## config.mk

```make
export PLATFORM = sky130hd
export DESIGN_NAME = dct_transpose_ctrl
export DESIGN_NICKNAME = d
export VERILOG_FILES = /design/src/rtl/dct_transpose_ctrl_pkg.sv /design/src/rtl/dct_skid_fifo.sv /design/src/rtl/dct_transpose_ctrl.sv
export SDC_FILE = /design/constraint.sdc
export NUM_CORES = 1
export LEC_CHECK = 0
export BUFFER_PORTS_ARGS = -buffer_cell sky130_fd_sc_hd__buf_2
export CELL_PAD_IN_SITES_DETAIL_PLACEMENT = 1
export CELL_PAD_IN_SITES_GLOBAL_PLACEMENT = 1
export CORE_MARGIN = 4
export CORE_UTILIZATION = 39
export DETAILED_ROUTE_END_ITERATION = 10
export PLACE_DENSITY_LB_ADDON = 0.2
export SLEW_MARGIN = 15
export SYNTH_ARGS = -nofsm -noshare
export SYNTH_HDL_FRONTEND = slang
export SYNTH_SLANG_ARGS = --single-unit
```

## constraint.sdc

```tcl
create_clock -name clock -period 3.03 [get_ports clock]
set_input_delay 0.303 -clock clock [delete_from_list [all_inputs] [get_ports clock]]
set_output_delay 0.303 -clock clock [all_outputs]
set_load 0.02 [all_outputs]
```

## src/rtl/dct_transpose_ctrl_pkg.sv

```systemverilog
// Shared constants and address helper for the DCT transpose buffer controller.
// Buffer address layout: addr[7]=0, addr[6]=bank, addr[5:3]=row, addr[2:0]=col.
package dct_transpose_ctrl_pkg;

   localparam int unsigned BLK_SIZE = 64;  // coefficients per 8x8 block
   localparam int unsigned DIM      = 8;   // block edge length
   localparam int unsigned ADDR_W   = 8;   // buffer address width
   localparam int unsigned BANK_BIT = 6;   // ping-pong bank select bit in the address

   localparam logic [2:0] LAST_IDX = 3'(DIM - 1);

   // Pack {bank,row,col} into a buffer address; the top address bit is always 0.
   function automatic logic [ADDR_W-1:0] pack_addr(input logic       bank,
                                                   input logic [2:0] row,
                                                   input logic [2:0] col);
      logic [ADDR_W-1:0] addr;
      addr           = '0;
      addr[BANK_BIT] = bank;
      addr[5:3]      = row;
      addr[2:0]      = col;
      return addr;
   endfunction

endpackage

```

## src/rtl/dct_skid_fifo.sv

```systemverilog
// Two-entry registered FIFO used as the output skid of the transpose controller.
// Ports:
//   clock, reset   system clock, synchronous active-high reset
//   push, wdata    write strobe and data (ignored when full unless popping)
//   pop            read strobe (ignored when empty)
//   rdata          head entry, straight from the storage registers
//   count          number of stored entries (0..2)
//   empty, full    occupancy flags
module dct_skid_fifo #(
   parameter int unsigned WIDTH = 14
) (
   input  logic             clock,
   input  logic             reset,
   input  logic             push,
   input  logic [WIDTH-1:0] wdata,
   input  logic             pop,
   output logic [WIDTH-1:0] rdata,
   output logic [1:0]       count,
   output logic             empty,
   output logic             full
);

   logic [WIDTH-1:0] mem_q [2];
   logic             rd_ptr_q;
   logic             wr_ptr_q;
   logic [1:0]       count_q;
   logic             do_push;
   logic             do_pop;

   assign do_pop  = pop && (count_q != 2'd0);
   assign do_push = push && ((count_q != 2'd2) || do_pop);

   always_ff @(posedge clock) begin
      if (reset) begin
         rd_ptr_q <= 1'b0;
         wr_ptr_q <= 1'b0;
         count_q  <= 2'd0;
      end else begin
         if (do_push) wr_ptr_q <= ~wr_ptr_q;
         if (do_pop)  rd_ptr_q <= ~rd_ptr_q;
         unique case ({do_push, do_pop})
            2'b10:   count_q <= count_q + 2'd1;
            2'b01:   count_q <= count_q - 2'd1;
            default: count_q <= count_q;
         endcase
      end
   end

   // Storage needs no reset: entries are only observed while count is non-zero.
   always_ff @(posedge clock) begin
      if (do_push) mem_q[wr_ptr_q] <= wdata;
   end

   assign rdata = mem_q[rd_ptr_q];
   assign count = count_q;
   assign empty = (count_q == 2'd0);
   assign full  = (count_q == 2'd2);

endmodule

```

## src/rtl/dct_transpose_ctrl.sv

```systemverilog
// Sequencer for the ping-pong DCT transpose buffer. Row-pass coefficients are written
// row-major into one 64-entry bank while the other full bank is read back column-major
// into a 2-entry output skid, giving the transposed block on a valid/ready stream.
// Ports:
//   clock, reset                     system clock, synchronous active-high reset
//   in_valid, in_ready, in_data      row-pass coefficient stream (row-major)
//   out_valid, out_ready, out_data   transposed coefficient stream (column-major)
//   out_last                         marks the 64th coefficient of a block
//   ram_we, ram_waddr, ram_wdata     buffer write port
//   ram_raddr, ram_rdata             buffer read port (data one cycle after address)
//   bank_full                        per-bank full flags
module dct_transpose_ctrl
   import dct_transpose_ctrl_pkg::*;
#(
   parameter int unsigned D_WIDTH    = 13,
   parameter int unsigned SKID_DEPTH = 2
) (
   input  logic               clock,
   input  logic               reset,
   input  logic               in_valid,
   output logic               in_ready,
   input  logic [D_WIDTH-1:0] in_data,
   output logic               out_valid,
   input  logic               out_ready,
   output logic [D_WIDTH-1:0] out_data,
   output logic               out_last,
   output logic               ram_we,
   output logic [ADDR_W-1:0]  ram_waddr,
   output logic [D_WIDTH-1:0] ram_wdata,
   output logic [ADDR_W-1:0]  ram_raddr,
   input  logic [D_WIDTH-1:0] ram_rdata,
   output logic [1:0]         bank_full
);

   logic             wbank_q;
   logic [2:0]       wrow_q;
   logic [2:0]       wcol_q;
   logic             rbank_q;
   logic [2:0]       rrow_q;
   logic [2:0]       rcol_q;
   logic [1:0]       bank_full_q;
   logic [1:0]       bank_full_d;
   logic             inflight_q;
   logic             inflight_last_q;

   logic             accept;
   logic             wr_done;
   logic             issue;
   logic             rd_done;
   logic             pop;
   logic [2:0]       occupancy;
   logic [1:0]       skid_count;
   logic             skid_empty;
   logic             skid_full;
   logic [D_WIDTH:0] skid_head;

   // Write side
   assign in_ready  = !reset && !bank_full_q[wbank_q];
   assign accept    = in_valid && in_ready;
   assign wr_done   = accept && (wrow_q == LAST_IDX) && (wcol_q == LAST_IDX);
   assign ram_we    = accept;
   assign ram_waddr = pack_addr(wbank_q, wrow_q, wcol_q);
   assign ram_wdata = in_data;

   // Read side. A pop in the current cycle frees a skid slot before the word issued
   // now lands, so it is credited here; without it the stream would run at half rate.
   assign pop       = out_valid && out_ready;
   assign occupancy = {1'b0, skid_count} + {2'b00, inflight_q} - {2'b00, pop};
   assign issue     = !reset && bank_full_q[rbank_q] && (occupancy < 3'(SKID_DEPTH))
                      && !(skid_full && !pop);
   assign rd_done   = issue && (rrow_q == LAST_IDX) && (rcol_q == LAST_IDX);
   assign ram_raddr = pack_addr(rbank_q, rrow_q, rcol_q);

   // Set and clear always target different banks, so both may apply in one cycle.
   always_comb begin
      bank_full_d = bank_full_q;
      if (wr_done) bank_full_d[wbank_q] = 1'b1;
      if (rd_done) bank_full_d[rbank_q] = 1'b0;
   end

   always_ff @(posedge clock) begin
      if (reset) begin
         wbank_q         <= 1'b0;
         wrow_q          <= 3'd0;
         wcol_q          <= 3'd0;
         rbank_q         <= 1'b0;
         rrow_q          <= 3'd0;
         rcol_q          <= 3'd0;
         bank_full_q     <= 2'b00;
         inflight_q      <= 1'b0;
         inflight_last_q <= 1'b0;
      end else begin
         if (accept) begin
            // Row-major: column is the inner counter
            wcol_q <= wcol_q + 3'd1;
            if (wcol_q == LAST_IDX) wrow_q <= wrow_q + 3'd1;
            if (wr_done) wbank_q <= ~wbank_q;
         end
         if (issue) begin
            // Column-major: row is the inner counter
            rrow_q <= rrow_q + 3'd1;
            if (rrow_q == LAST_IDX) rcol_q <= rcol_q + 3'd1;
            if (rd_done) rbank_q <= ~rbank_q;
         end
         bank_full_q     <= bank_full_d;
         inflight_q      <= issue;
         inflight_last_q <= rd_done;
      end
   end

   dct_skid_fifo #(
      .WIDTH (D_WIDTH + 1)
   ) u_skid (
      .clock (clock),
      .reset (reset),
      .push  (inflight_q),
      .wdata ({inflight_last_q, ram_rdata}),
      .pop   (pop),
      .rdata (skid_head),
      .count (skid_count),
      .empty (skid_empty),
      .full  (skid_full)
   );

   assign out_valid = !skid_empty;
   assign out_data  = skid_head[D_WIDTH-1:0];
   assign out_last  = out_valid && skid_head[D_WIDTH];
   assign bank_full = bank_full_q;

endmodule
```

## After elaboration in Yosys (flattened, before gate mapping)

Memory sizes are Yosys's and may differ from the RTL's. A register that Yosys moved wholly into a read port is not among the register bits.
Cells that the tools add are included.

- $add $sub $neg: 8
- $mul: 0
- Div/mod/pow operators: 0
- $lt $le $gt $ge: 5
- Equal/unequal tests: 8
- Shifts and indexed selects: 0
- Mux-type cells: 15
- Bitwise gates (word level): 7
- Reduce and logical (&&, ||, !) cells: 29

Operator list:

| cell | number |
|---|---|
| $logic_and 1x1->1 | 16 |
| $add 3x1->3 const B | 4 |
| $eq 3x3->1 const B | 4 |
| $mux 1 | 10 |
| $reduce_and 2->1 | 4 |
| $logic_not 1->1 | 5 |
| $eq 2x2->1 const B | 2 |
| $lt 1x2->1 const B | 2 |
| $mux 2 | 2 |
| $not 1->1 | 4 |
| $pmux 2 s2 | 1 |
| $reduce_bool 2->1 | 2 |
| $add 2x1->3 | 1 |
| $lt 3x2->1 const B | 1 |
| $sub 3x1->3 | 1 |
| $add 2x1->2 const B | 1 |
| $and 2x2->2 | 1 |
| $demux 1 s1 | 2 |
| $eq 2x1->1 const B | 1 |
| $ge 1x1->1 const B | 2 |
| $logic_not 2->1 | 1 |
| $ne 2x2->1 const B | 1 |
| $not 2->2 | 1 |
| $or 2x2->2 | 1 |
| other kinds (2) | 2 |

- Register bits: 22
- Bits in latches: 0
- RAM bits: 28
- Memory bits (read-only): 0
- Input port bits: 30
- Output and inout port bits: 48
- Logic and storage cells: 85
- Memories kept: 1

Memory list:

| memory | words | bits a word | read ports | clocked after Yosys merged registers in | wr ports | line | text |
|---|---|---|---|---|---|---|---|
| u_skid.mem_q | 2 | 14 | 1 | 1 | 1 | dct_skid_fifo.sv:23 | `logic [WIDTH-1:0] mem_q [2];` |

## Longest topological paths before layout

Gate-level depths: netlist of the first run.

- Depth after elaboration: 10
- Depth in mapped cells: 8
- Mapped depth without buffers: 7

## By module

From an unflattened synthesis of the first run, not the netlist that was laid out.

- Cells, all modules: 179
- Area, all modules: 2,294.7 um^2

Modules (own cells, without submodules):

| module | instances | cells an instance | area an instance (um^2) | sequential area each (um^2) |
|---|---|---|---|---|
| dct_skid_fifo | 1 | 73 | 1,252.5 | 940.9 |
| dct_transpose_ctrl | 1 | 106 | 1,042.2 | 360.3 |

## Least setup slack after synthesis of the first run

Ideal clock, no wire load.

- Path kind: flip-flop to flip-flop
- From: register u_skid.count_q[1], in the netlist u_skid.count[1]
- To: register rrow_q[0]
- Library setup time: 0.121 ns
- Data arrival time: 2.343 ns
- Data required time: 2.909 ns
- Setup slack: 0.566 ns
- Stages on the path, launching flop included: 9
- Path buffers: 1
- Clock period less this slack: 2.464 ns
- Cell sequence: dfxtp_1 buf_6 o21a_1 ha_1 nand2b_1 fa_1 or2_4 a211oi_4 mux2_4

- Longest elaborated chain between the ends: 7
- Elaborated cells between the ends (all ways): 12
- Classes of those cells: 2 x add/sub; 1 x order compare; 1 x eq/ne; 8 x reduce/logical

RTL lines:

| element | line | text |
|---|---|---|
| start: declaration | dct_skid_fifo.sv:26 | `logic [1:0] count_q;` |
| start signal: assignment | dct_skid_fifo.sv:42 | `2'b10: count_q <= count_q + 2'd1;` |
| start signal: assignment | dct_skid_fifo.sv:43 | `2'b01: count_q <= count_q - 2'd1;` |
| start signal: assignment | dct_skid_fifo.sv:44 | `default: count_q <= count_q;` |
| branches (longest 6 deep; another with $add 2x1->3) | n/a |  |
| $logic_and 1x1->1 (*) | dct_transpose_ctrl.sv:70 | `&& !(skid_full && !pop);` |
| end signal: assignment | dct_transpose_ctrl.sv:101 | `rrow_q <= rrow_q + 3'd1;` |
| end: declaration | dct_transpose_ctrl.sv:39 | `logic [2:0] rrow_q;` |

Mark *: on every way between the ends.
A chain may end at the register's enable or synchronous reset.

## Worst setup path in the final report of the first run

Same ends and word-level chain as after synthesis.

==> flow_summary_export.csv, run 1 <==
group,metric,value,unit
logic_synthesis,synth-main-ff-cell,"edfxtp_1",
cts,cts_root_buf,"clkbuf_8",
sta,finalSetupViolCount,0,
logic_synthesis,yosysMostFrequentCell,"edfxtp_1",
critical_path,cp-end-kind,"register",
cells_and_area,fin_nets,265,
critical_path,critPathKind,"register to register",
floorplan,io_pins,78,
min_path,hold_path.class,"input pin to register",
floorplan,std_cell_rows,28,
placement,dp_hpwl,3170,um
logic_synthesis,synth_top_family_by_area,"multiplexers",
sta,fmax,385,MHz
critical_path,crit_slowest_cell,"dfxtp_1",
status,status,"finished clean",
grt,grt_pass1_vias,1514,
cts,clkLatencyLatePin,0.30,ns
cts,cts_resized,0,
route,drc_errors,0,
route,ant_nets,0,
grt,grt_overflow,0,
grt,grt_pass1_wl,7310,um
logic_synthesis,synth-xor-area-share,0.371,%
grt,grtUsageTotal,12.4,%
logic_synthesis,synthMuxAreaShare,12.4,%
critical_path,cp_slowest_stage_delay,0.56,ns
power,netSwitchingFraction,19.9,%
sta,period_share,85.8,%
power,seqPwrFrac,59.1,%
logic_synthesis,yosysTopAreaCell,"edfxtp_1",
sta,finalSetupTns,0,ns
power,internal_power,0.000989,W
route,drt_iter0_markers,71,
sta,slew_violations,0,
grt,grt_antenna_before_repair,0,
critical_path,start_kind,"register",
logic_synthesis,syn_avg_cell_area,12.3,um^2
sta,layout_min_cycle_time,2.60,ns
placement,routabilityCongestion,0.719,
route,wl_per_cell,14.4,um
logic_synthesis,synthSimpleGateAreaFrac,8.44,%
critical_path,critPathMaxFanout,10,
flow_run,drv_cap,0,
route,totalWireLength,4340,um
floorplan,start_util,40.1,%
sta,rsz0062_at_grt,"no",
cts,clkTransAtPathRegs,0.09,ns
cells_and_area,drive_gt1_share,35.4,%
critical_path,arrival,2.79,ns
critical_path,timing.critical_path.cells,"o21a_1 -> ha_1 -> nand2b_1 -> fa_1 -> or2_4 -> a211oi_4 -> mux2_4",
sta,clock_skew,0.00664,ns
logic_synthesis,async_reset_ff_share,0,%
logic_synthesis,synth.distinct_cells,36,
cells_and_area,syn_to_final_growth,12.9,%
cts,cts_sinks,51,
cts,cts_tree,"done",
logic_synthesis,synth-edff-count,28,
logic_synthesis,ys_top_cells_by_count,"28 x edfxtp_1, 23 x dfxtp_1, 17 x buf_4",
cts,holdBufCountCts,0,
sta,hold_slack,0.192,ns
cells_and_area,n_antenna_cell,0,
cts,cts_setup_buffers,0,
power,p_clk_share,37.7,%
power,power_leakage,1.06,nW
logic_synthesis,ys_seq_elements,51,
floorplan,dieWidth,85.8,um
logic_synthesis,synth_area_leaders,"edfxtp_1 36%, dfxtp_1 20%, mux2_2 6.7%, buf_4 5.4%, ha_1 4.8%",
power,p_comb_share,3.2,%
cts,clk_path_buf_depth,2,
logic_synthesis,synth_compound_area_share,9.28,%
floorplan,coreArea,5890,um^2
power,switchingPower,0.000246,W
critical_path,cp.required,3.22,ns
logic_synthesis,synth_area,2360,um^2
logic_synthesis,synth_top_area_share,35.6,%
floorplan,die_y,85.8,um
logic_synthesis,seq_area_frac_synth,55.2,%
power,worst_ir_drop_vdd,0.000187,V
sta,timing.final.hold_violations,0,
route,vias_per_cell,4.85,
logic_synthesis,yosys_warnings,0,
cts,cts_made_buffers,5,
grt,grt_max_degree,21,
cts,ctsHtreeMaxLevel,2,
floorplan,die-area,7360,um^2
logic_synthesis,yosys.area_share.adder,5.62,%
route,via_count,1459,
sta,worstMarginPinSlew,0.750,ns
power,power_density,464,nW/um^2
route,first_pass_iters,4,
logic_synthesis,syn_inst,191,
placement,port_buffers,49,
sta,slew_headroom,49.9,%
[worst max-delay path: cells and delay by family, from the launching register on]
kind,cells,cell delay [ns]
AND/OR/NAND/NOR,2,0.44
AO/OA/AOI/OAI,2,0.55
adder cells (fa/ha/maj),2,0.62
flip-flops,1,0.56
multiplexers,1,0.33
[cell families (layout without fill, tap and decap cells)]
group / after synthesis / in the layout
mux: 26 / 26
simple gates: 40 / 40
other cells: 1 / 2
flops: 51 / 51
xor+xnor: 1 / 1
compound gates: 28 / 28
fa+ha+maj: 10 / 10
buf+inv: 34 / 68
[layout make-up]
type | instances | area, um^2
clock buffers | 6 | 72.6
inverters | 11 | 41.3
multi-input cells | 107 | 871
flip-flops and latches | 51 | 1300
clock inverters | 2 | 37.5
repair buffers | 49 | 245
well taps | 75 | 93.8
fillers | 632 | 3220
[path summary, 6_finish.rpt]
path                        start                   to  slack, ns  depth (start not counted)
hold / removal       ram_rdata[8]   u_skid.mem_q[0][8]       0.19                          1
setup reg to reg  u_skid.count[1]            rrow_q[0]       0.43                          7
setup / recovery  u_skid.count[1]            rrow_q[0]       0.43                          7
hold reg to reg   inflight_last_q  u_skid.mem_q[1][13]       0.44                          0
[stage by stage]
step / setup slack [ns] / power, W / std cells / cell area [um^2] / utilization [%]
after global placement: 0.459 / 0.000786 / 293 / 2550 / 43.3
after detailed placement: 0.415 / 0.000787 / 293 / 2550 / 43.4
after global routing: 0.278 / 0.00129 / 301 / 2660 / 45.2
after CTS: 0.418 / 0.00125 / 301 / 2660 / 45.2
after floorplan: 0.566 / 0.000792 / 192 / 2360 / -
final: 0.430 / 0.00124 / 301 / 2660 / 45.2
[power groups by stage]
stage | Combinational, W | Sequential [W] | Clock (W)
3_3_place_gp | 0.0000390 | 0.000747 | 0
2_1_floorplan | 0.0000433 | 0.000749 | 0
5_1_grt | 0.0000447 | 0.000731 | 0.000513
3_5_place_dp | 0.0000401 | 0.000746 | 0
6_report | 0.0000394 | 0.000731 | 0.000465
4_1_cts | 0.0000401 | 0.000731 | 0.000482
[routing by layer]
layer  GRT usage, %  wire, um  up-vias  share of wire [%]
li1               -         -      717                  -
met1           16.4      2020      684                 46
met2           19.5      2040       44                 47
met3           3.36       224       14                5.2
met4           4.46        63        0                1.5
met5              0         0        -                  0
[sequential cells by signal (all words and copies together), names as in the netlist, named ones only]
signal	cells
u_skid.count	2
wbank_q	1
u_skid.rd_ptr_q	1
inflight_q	1
u_skid.mem_q	28
rbank_q	1
wrow_q	3
inflight_last_q	1
rcol_q	3
bank_full	2
rrow_q	3
wcol_q	3
u_skid.wr_ptr_q	1
[layout by cell type, fill, tap and decap left out, types with 3 or more instances in the layout]
| cell | netlist | layout |
|---|---|---|
| buf_2 | 2 | 49 |
| edfxtp_1 | 28 | 28 |
| dfxtp_1 | 23 | 23 |
| mux2_2 | 14 | 14 |
| inv_1 | 11 | 11 |
| nand2_1 | 11 | 11 |
| nor2_1 | 9 | 9 |
| ha_1 | 9 | 9 |
| mux2i_1 | 8 | 8 |
| o21ai_0 | 8 | 8 |
| a21oi_1 | 7 | 7 |
| clkbuf_8 | 0 | 5 |
| nor2b_1 | 4 | 4 |
| or3_1 | 3 | 3 |
| a211oi_1 | 3 | 3 |
| o211ai_1 | 3 | 3 |
| nand3_1 | 3 | 3 |
| a211oi_4 | 3 | 3 |
Note: power is estimated with default switching activity, not from simulation.
==> run 2, diff against run 1 <==
--- a/config.mk
+++ b/config.mk
@@ -5,11 +5,12 @@
 export SDC_FILE = /design/constraint.sdc
 export NUM_CORES = 1
 export LEC_CHECK = 0
+export ABC_AREA = 1
 export BUFFER_PORTS_ARGS = -buffer_cell sky130_fd_sc_hd__buf_2
 export CELL_PAD_IN_SITES_DETAIL_PLACEMENT = 1
 export CELL_PAD_IN_SITES_GLOBAL_PLACEMENT = 1
 export CORE_MARGIN = 4
-export CORE_UTILIZATION = 39
+export CORE_UTILIZATION = 37
 export DETAILED_ROUTE_END_ITERATION = 10
 export PLACE_DENSITY_LB_ADDON = 0.2
 export SLEW_MARGIN = 15
==> run 2 against run 1 <==
Die area rose by 4.6%. Synthesized cell count rose by 28%. Design area fell by 0.14%. Register-to-register slack got worse by 0.14 ns. Via count rose by 14%. Non-clock buffer count rose by 3. Critical path type unchanged. Critical endpoint is now rbank_q. Largest cell class unchanged. Largest power group unchanged.
==> flow_summary_export.csv, run 2 <==
group,metric,value,unit
floorplan,die_y,87.7,um
sta,layout_min_cycle_time,2.74,ns
grt,grt_max_degree,18,
floorplan,std_cell_rows,28,
critical_path,crit_slowest_cell,"fa_1",
cells_and_area,nFillCells,728,
logic_synthesis,synth_area_leaders,"edfxtp_1 36%, dfxtp_1 20%, nand2_1 11%, buf_4 5.7%, ha_1 4.8%",
grt,grt_antenna_before_repair,0,
sta,fmax,365,MHz
sta,clock_skew,0.00688,ns
critical_path,path_delay_family,"simple AND/OR/NAND/NOR gates",
min_path,hold_path.class,"input pin to register",
route,first_pass_iters,4,
sta,finalSetupTns,0,ns
grt,grtUsageTotal,12.3,%
sta,timing.final.hold_violations,0,
route,totalWireLength,4560,um
cts,clkLatencyLatePin,0.30,ns
logic_synthesis,ys_top_cells_by_count,"71 x nand2_1, 28 x edfxtp_1, 23 x dfxtp_1",
placement,routabilityCongestion,0.732,
logic_synthesis,synth.distinct_cells,32,
placement,port_buffers,49,
logic_synthesis,seq_area_frac_synth,55.3,%
cells_and_area,largest_register,"u_skid.mem_q",
power,worst_ir_drop_vdd,0.000215,V
logic_synthesis,yosysMostFrequentCell,"nand2_1",
floorplan,start_util,39.0,%
cts,cts_tree,"done",
critical_path,cp.required,3.28,ns
critical_path,crit_buf_inv,2,
sta,slew_headroom,59.7,%
sta,finalSetupViolCount,0,
logic_synthesis,synth-edff-count,28,
logic_synthesis,async_reset_ff_share,0,%
cells_and_area,final_common_cell,"nand2_1",
grt,grt_overflow,0,
cts,holdBufCountCts,0,
critical_path,cp-end-kind,"register",
cells_and_area,drive_gt1_share,26.9,%
grt,top_usage_layer,"met2",
logic_synthesis,yosysTopAreaCell,"edfxtp_1",
placement,place_inst,350,
grt,grtUsageMet2,21.5,%
cells_and_area,syn_to_final_growth,13.1,%
grt,grt_use_met3,3.10,%
cts,cts_setup_buffers,0,
cells_and_area,mostFrequentLayoutCells,"71 x nand2_1, 49 x buf_2, 28 x edfxtp_1",
sta,rsz0062_at_grt,"no",
cts,cts_sinks,51,
logic_synthesis,synth_top_area_share,35.8,%
cts,clk_path_buf_depth,2,
flow_run,drv_cap,0,
cells_and_area,fin_nets,322,
logic_synthesis,ys_seq_elements,51,
cells_and_area,largest_reg_flops,28,
cts,cts_root_buf,"clkbuf_8",
power,power_density,470,nW/um^2
logic_synthesis,syn_avg_cell_area,9.60,um^2
critical_path,timing.critical_path.cells,"nor2_1 -> nor2_2 -> ha_1 -> or2_2 -> fa_1 -> inv_1 -> nor2_2 -> nand2_2 -> nor2_4 -> nand3_1 -> nand2_1 -> inv_1 -> nor2_1",
logic_synthesis,synth-main-ff-cell,"edfxtp_1",
status,status,"finished clean",
logic_synthesis,synth_area,2350,um^2
critical_path,critPathKind,"register to register",
cts,clkTransAtPathRegs,0.10,ns
critical_path,critPathMaxFanout,14,
route,drt_iter0_markers,46,
critical_path,cp_slowest_stage_delay,0.49,ns
placement,dp_hpwl,3450,um
logic_synthesis,syn_inst,245,
route,drc_errors,0,
floorplan,coreArea,6030,um^2
grt,grt_pass1_wl,7410,um
floorplan,io_pins,78,
cells_and_area,final_cells,358,
route,ant_nets,0,
route,wl_per_cell,12.7,um
critical_path,arrival,2.99,ns
critical_path,start_kind,"register",
route,via_count,1658,
floorplan,die-area,7690,um^2
sta,period_share,90.5,%
grt,grt_pass1_vias,1666,
cells_and_area,n_antenna_cell,0,
logic_synthesis,yosys_warnings,0,
power,power_leakage,1.24,nW
route,vias_per_cell,4.63,
grt,grtUsageMet1,14.7,%
sta,worstMarginPinSlew,0.602,ns
cts,cts_resized,0,
cts,ctsHtreeMaxLevel,2,
floorplan,dieWidth,87.7,um
sta,slew_violations,0,
cts,cts_made_buffers,5,
==> run 2: final cells by class <==
cell class	count	area, um^2	share of cell area (%)
Inverter	21	83.8	3.15
Multi-Input combinational cell	151	796	29.9
Clock buffer	5	68.8	2.59
Timing Repair Buffer	52	268	10.1
Clock inverter	3	47.5	1.79
Sequential cell	51	1300	48.9
Tap cell	75	93.8	3.53
==> run 2: power breakdown <==
group	total, W	leakage [nW]	switching, W	internal, W
Sequential	0.000730	0.437	0.00000159	0.000729
Combinational	0.0000408	0.745	0.0000264	0.0000143
Clock	0.000480	0.0587	0.000229	0.000250
Total	0.00125	1.24	0.000257	0.000993
==> run 2: kinds of logic (layout without fill, tap and decap cells) <==
family / count (synthesis) / count (layout) / share of synthesized area [%]
compound gates: 22 / 22 / 5.27
xor+xnor: 1 / 1 / 0.373
fa+ha+maj: 10 / 10 / 5.64
buf+inv: 44 / 81 / 11.0
flops: 51 / 51 / 55.3
other cells: 1 / 2 / 0.160
simple gates: 116 / 116 / 22.2
==> run 2: layer usage <==
layer	wire length [um]	vias up	part of all wire [%]
met1	1980	758	43
li1	-	849	-
met3	262	11	5.7
met2	2250	40	49
met5	0	-	0
met4	68	0	1.5
==> run 2: per-stage QoR <==
step                      worst slack (ns)  util (%)  cell area [um^2]  hold WS [ns]  power (W)
after global routing                0.0512      44.1              2660         0.176    0.00129
after floorplan                      0.617         -              2350         0.402   0.000796
after global placement               0.381      42.2              2540         0.413   0.000787
after CTS                            0.276      44.1              2660         0.180    0.00127
after detailed placement             0.314      42.2              2540         0.419   0.000788
final                                0.288      44.1              2660         0.191    0.00125
==> run 2: worst paths after layout <==
check	start	cells past startpoint	end	slack (ns)
worst min register to register	inflight_last_q	0	u_skid.mem_q[1][13]	0.44
worst max register to register	u_skid.count[1]	13	rbank_q	0.29
worst min-delay path	ram_rdata[11]	1	u_skid.mem_q[1][11]	0.19
worst max-delay path	u_skid.count[1]	13	rbank_q	0.29
==> run 2: worst reg2reg max path, delay by kind of cell (launching register included) <==
family | cells | cell delay (ns)
and+or+nand+nor | 9 | 1.39
buffers and inverters | 2 | 0.09
DFF | 1 | 0.47
adders and majority gates | 2 | 0.74
==> run 3, diff against run 2 <==
--- a/config.mk
+++ b/config.mk
@@ -10,10 +10,11 @@
 export CELL_PAD_IN_SITES_DETAIL_PLACEMENT = 1
 export CELL_PAD_IN_SITES_GLOBAL_PLACEMENT = 1
 export CORE_MARGIN = 4
-export CORE_UTILIZATION = 37
+export CORE_UTILIZATION = 38
 export DETAILED_ROUTE_END_ITERATION = 10
 export PLACE_DENSITY_LB_ADDON = 0.2
 export SLEW_MARGIN = 15
 export SYNTH_ARGS = -nofsm -noshare
 export SYNTH_HDL_FRONTEND = slang
+export SYNTH_HIERARCHICAL = 1
 export SYNTH_SLANG_ARGS = --single-unit
==> run 3 against run 2 <==
Via count down 3.2%. Sequential share of layout area fell by 0.61 points. Synthesized cell count fell by 7.8%. Non-clock buffer count did not move. Final cell count shrank 4.7%.
==> flow_summary_export.csv, run 3 <==
group,metric,value,unit
sta,finalSetupTns,0,ns
logic_synthesis,synth_top_area_share,35.0,%
logic_synthesis,ys_seq_elements,51,
critical_path,arrival,2.94,ns
cts,cts_setup_buffers,0,
placement,port_buffers,49,
floorplan,die_y,87.5,um
logic_synthesis,yosysMostFrequentCell,"nand2_1",
cells_and_area,largest_register,"u_skid/mem_q",
cells_and_area,largest_reg_flops,28,
floorplan,std_cell_rows,28,
route,totalWireLength,4510,um
cts,cts_sinks,51,
status,status,"finished clean",
sta,layout_min_cycle_time,2.70,ns
power,power_leakage,1.19,nW
cells_and_area,n_antenna_cell,0,
critical_path,cp.required,3.27,ns
grt,grt_antenna_before_repair,0,
sta,worstMarginPinSlew,0.628,ns
floorplan,dieWidth,87.5,um
sta,slew_violations,0,
critical_path,critPathKind,"register to register",
min_path,hold_path.class,"input pin to register",
grt,grt_max_degree,19,
logic_synthesis,syn_avg_cell_area,10.6,um^2
grt,grtUsageTotal,12.3,%
logic_synthesis,synth_area,2400,um^2
route,drc_errors,0,
cts,cts_tree,"done",
logic_synthesis,synth.distinct_cells,32,
logic_synthesis,async_reset_ff_share,0,%
logic_synthesis,synthSimpleGateAreaFrac,17.4,%
route,first_pass_iters,4,
grt,grt_overflow,0,
grt,grt_pass1_wl,7380,um
power,power_density,436,nW/um^2
grt,top_usage_layer,"met2",
sta,rsz0062_at_grt,"no",
sta,worst_slack,0.329,ns
sta,clock_skew,0.0147,ns
logic_synthesis,yosys.area_share.adder,5.52,%
logic_synthesis,syn_inst,226,
logic_synthesis,synthMuxAreaShare,6.57,%
logic_synthesis,synth_compound_area_share,4.01,%
route,drt_iter0_markers,43,
cts,cts_made_buffers,5,
cts,ctsHtreeMaxLevel,2,
flow_run,drv_cap,0,
grt,grt_pass1_vias,1632,
floorplan,coreArea,6030,um^2
floorplan,start_util,39.8,%
grt,grtUsageMet2,20.4,%
route,via_count,1605,
cells_and_area,fin_nets,305,
sta,slew_headroom,58.1,%
logic_synthesis,synth_top_family_by_area,"simple AND/OR/NAND/NOR gates",
logic_synthesis,ys_top_cells_by_count,"33 x nand2_1, 28 x edfxtp_1, 24 x inv_1",
critical_path,cp-end-kind,"register",
cts,clk_path_buf_depth,2,
cells_and_area,syn_to_final_growth,12.1,%
logic_synthesis,yosysTopAreaCell,"edfxtp_1",
logic_synthesis,synth-main-ff-cell,"edfxtp_1",
sta,period_share,89.1,%
route,wl_per_cell,13.2,um
route,vias_per_cell,4.71,
cts,holdBufCountCts,0,
logic_synthesis,yosys_warnings,6,
placement,dp_hpwl,3410,um
power,worst_ir_drop_vdd,0.000208,V
grt,grt_use_met3,4.35,%
logic_synthesis,synth-edff-count,28,
grt,grtUsageMet1,15.3,%
cts,clkTransAtPathRegs,0.10,ns
cts,clkLatencyLatePin,0.31,ns
cells_and_area,mostFrequentLayoutCells,"49 x buf_2, 33 x nand2_1, 28 x edfxtp_1",
logic_synthesis,seq_area_frac_synth,54.2,%
cts,cts_root_buf,"clkbuf_8",
logic_synthesis,synth-xor-area-share,0.730,%
critical_path,start_kind,"register",
sta,timing.final.hold_violations,0,
placement,routabilityCongestion,0.790,
route,ant_nets,0,
sta,finalSetupViolCount,0,
cts,cts_resized,0,
logic_synthesis,synth_area_leaders,"edfxtp_1 35%, dfxtp_1 19%, mux2_2 6.6%, buf_4 5.9%, nand2_1 5.2%",
placement,pre_cts_ws,0.309,ns
floorplan,io_pins,78,
critical_path,critPathMaxFanout,13,
floorplan,die-area,7650,um^2
sta,fmax,370,MHz
cells_and_area,final_common_cell,"buf_2",
cells_and_area,drive_gt1_share,35.3,%
run 3: cell count changes in the layout (fill, tap and decap cells not counted), sizes merged, moves of 2 or more:
cell   delta
inv       +7
nand3     +3
o21ai     -3
nor2      -2
nand2    -35
mux2     +14
run 3: final timing paths:
kind | cells after the start | slack (ns) | to | startpoint
max | 18 | 0.33 | rbank_q | u_skid/count[0]
min | 1 | 0.18 | u_skid/mem_q[1][9] | ram_rdata[9]
max reg2reg | 18 | 0.33 | rbank_q | u_skid/count[0]
min reg2reg | 0 | 0.44 | u_skid/mem_q[1][13] | inflight_last_q
run 3: stage by stage:
stage	total power (W)	utilization, %	cells	hold WS [ns]	cell area [um^2]
2_1_floorplan	0.000795	-	227	0.365	2400
3_3_place_gp	0.000787	43.1	333	0.406	2600
3_5_place_dp	0.000788	43.1	333	0.429	2600
4_1_cts	0.00120	44.7	341	0.174	2690
5_1_grt	0.00123	44.7	341	0.161	2690
6_report	0.00118	44.7	341	0.180	2690
run 3: final cells by class:
type	count	area, um^2
fill	702	3330
sequential	51	1300
multi-input combinational	128	828
timing repair buffer	52	268
inverter	27	106
tap	75	93.8
clock buffer	5	68.8
clock inverter	3	26.3
run 3: cells by family after synthesis:
group | count (synthesis)
AO/OA/AOI/OAI | 17
XOR/XNOR | 2
adder cells (fa/ha/maj) | 10
buffers and inverters | 48
flip-flops | 51
multiplexers | 14
other | 1
AND/OR/NAND/NOR | 83
run 3: power breakdown:
group	internal (W)	total (W)	switching, W
combinational	0.0000146	0.0000407	0.0000261
clock	0.000170	0.000404	0.000234
sequential	0.000729	0.000730	0.00000147
run 3: worst max-delay path, cell delays in order, from the launching register on:
cell and delay, ns:
dfxtp_1 0.45, inv_2 0.10, nand2_2 0.09, inv_1 0.05, inv_1 0.06, nand2_1 0.06
inv_1 0.15, ha_1 0.26, inv_1 0.05, nand2_1 0.05, fa_1 0.48, inv_1 0.05
nor2_2 0.09, nand3_2 0.09, nor2_4 0.27, nand3_1 0.15, nand2_1 0.08, inv_1 0.04
nor2_1 0.08
run 3: per-layer routing:
metal / vias up / part of all wire (%) / routed length (um)
met5: - / 0 / 0
met4: 0 / 0.53 / 24
met3: 2 / 6.4 / 290
met2: 39 / 48 / 2160
met1: 758 / 45 / 2030
li1: 806 / - / -
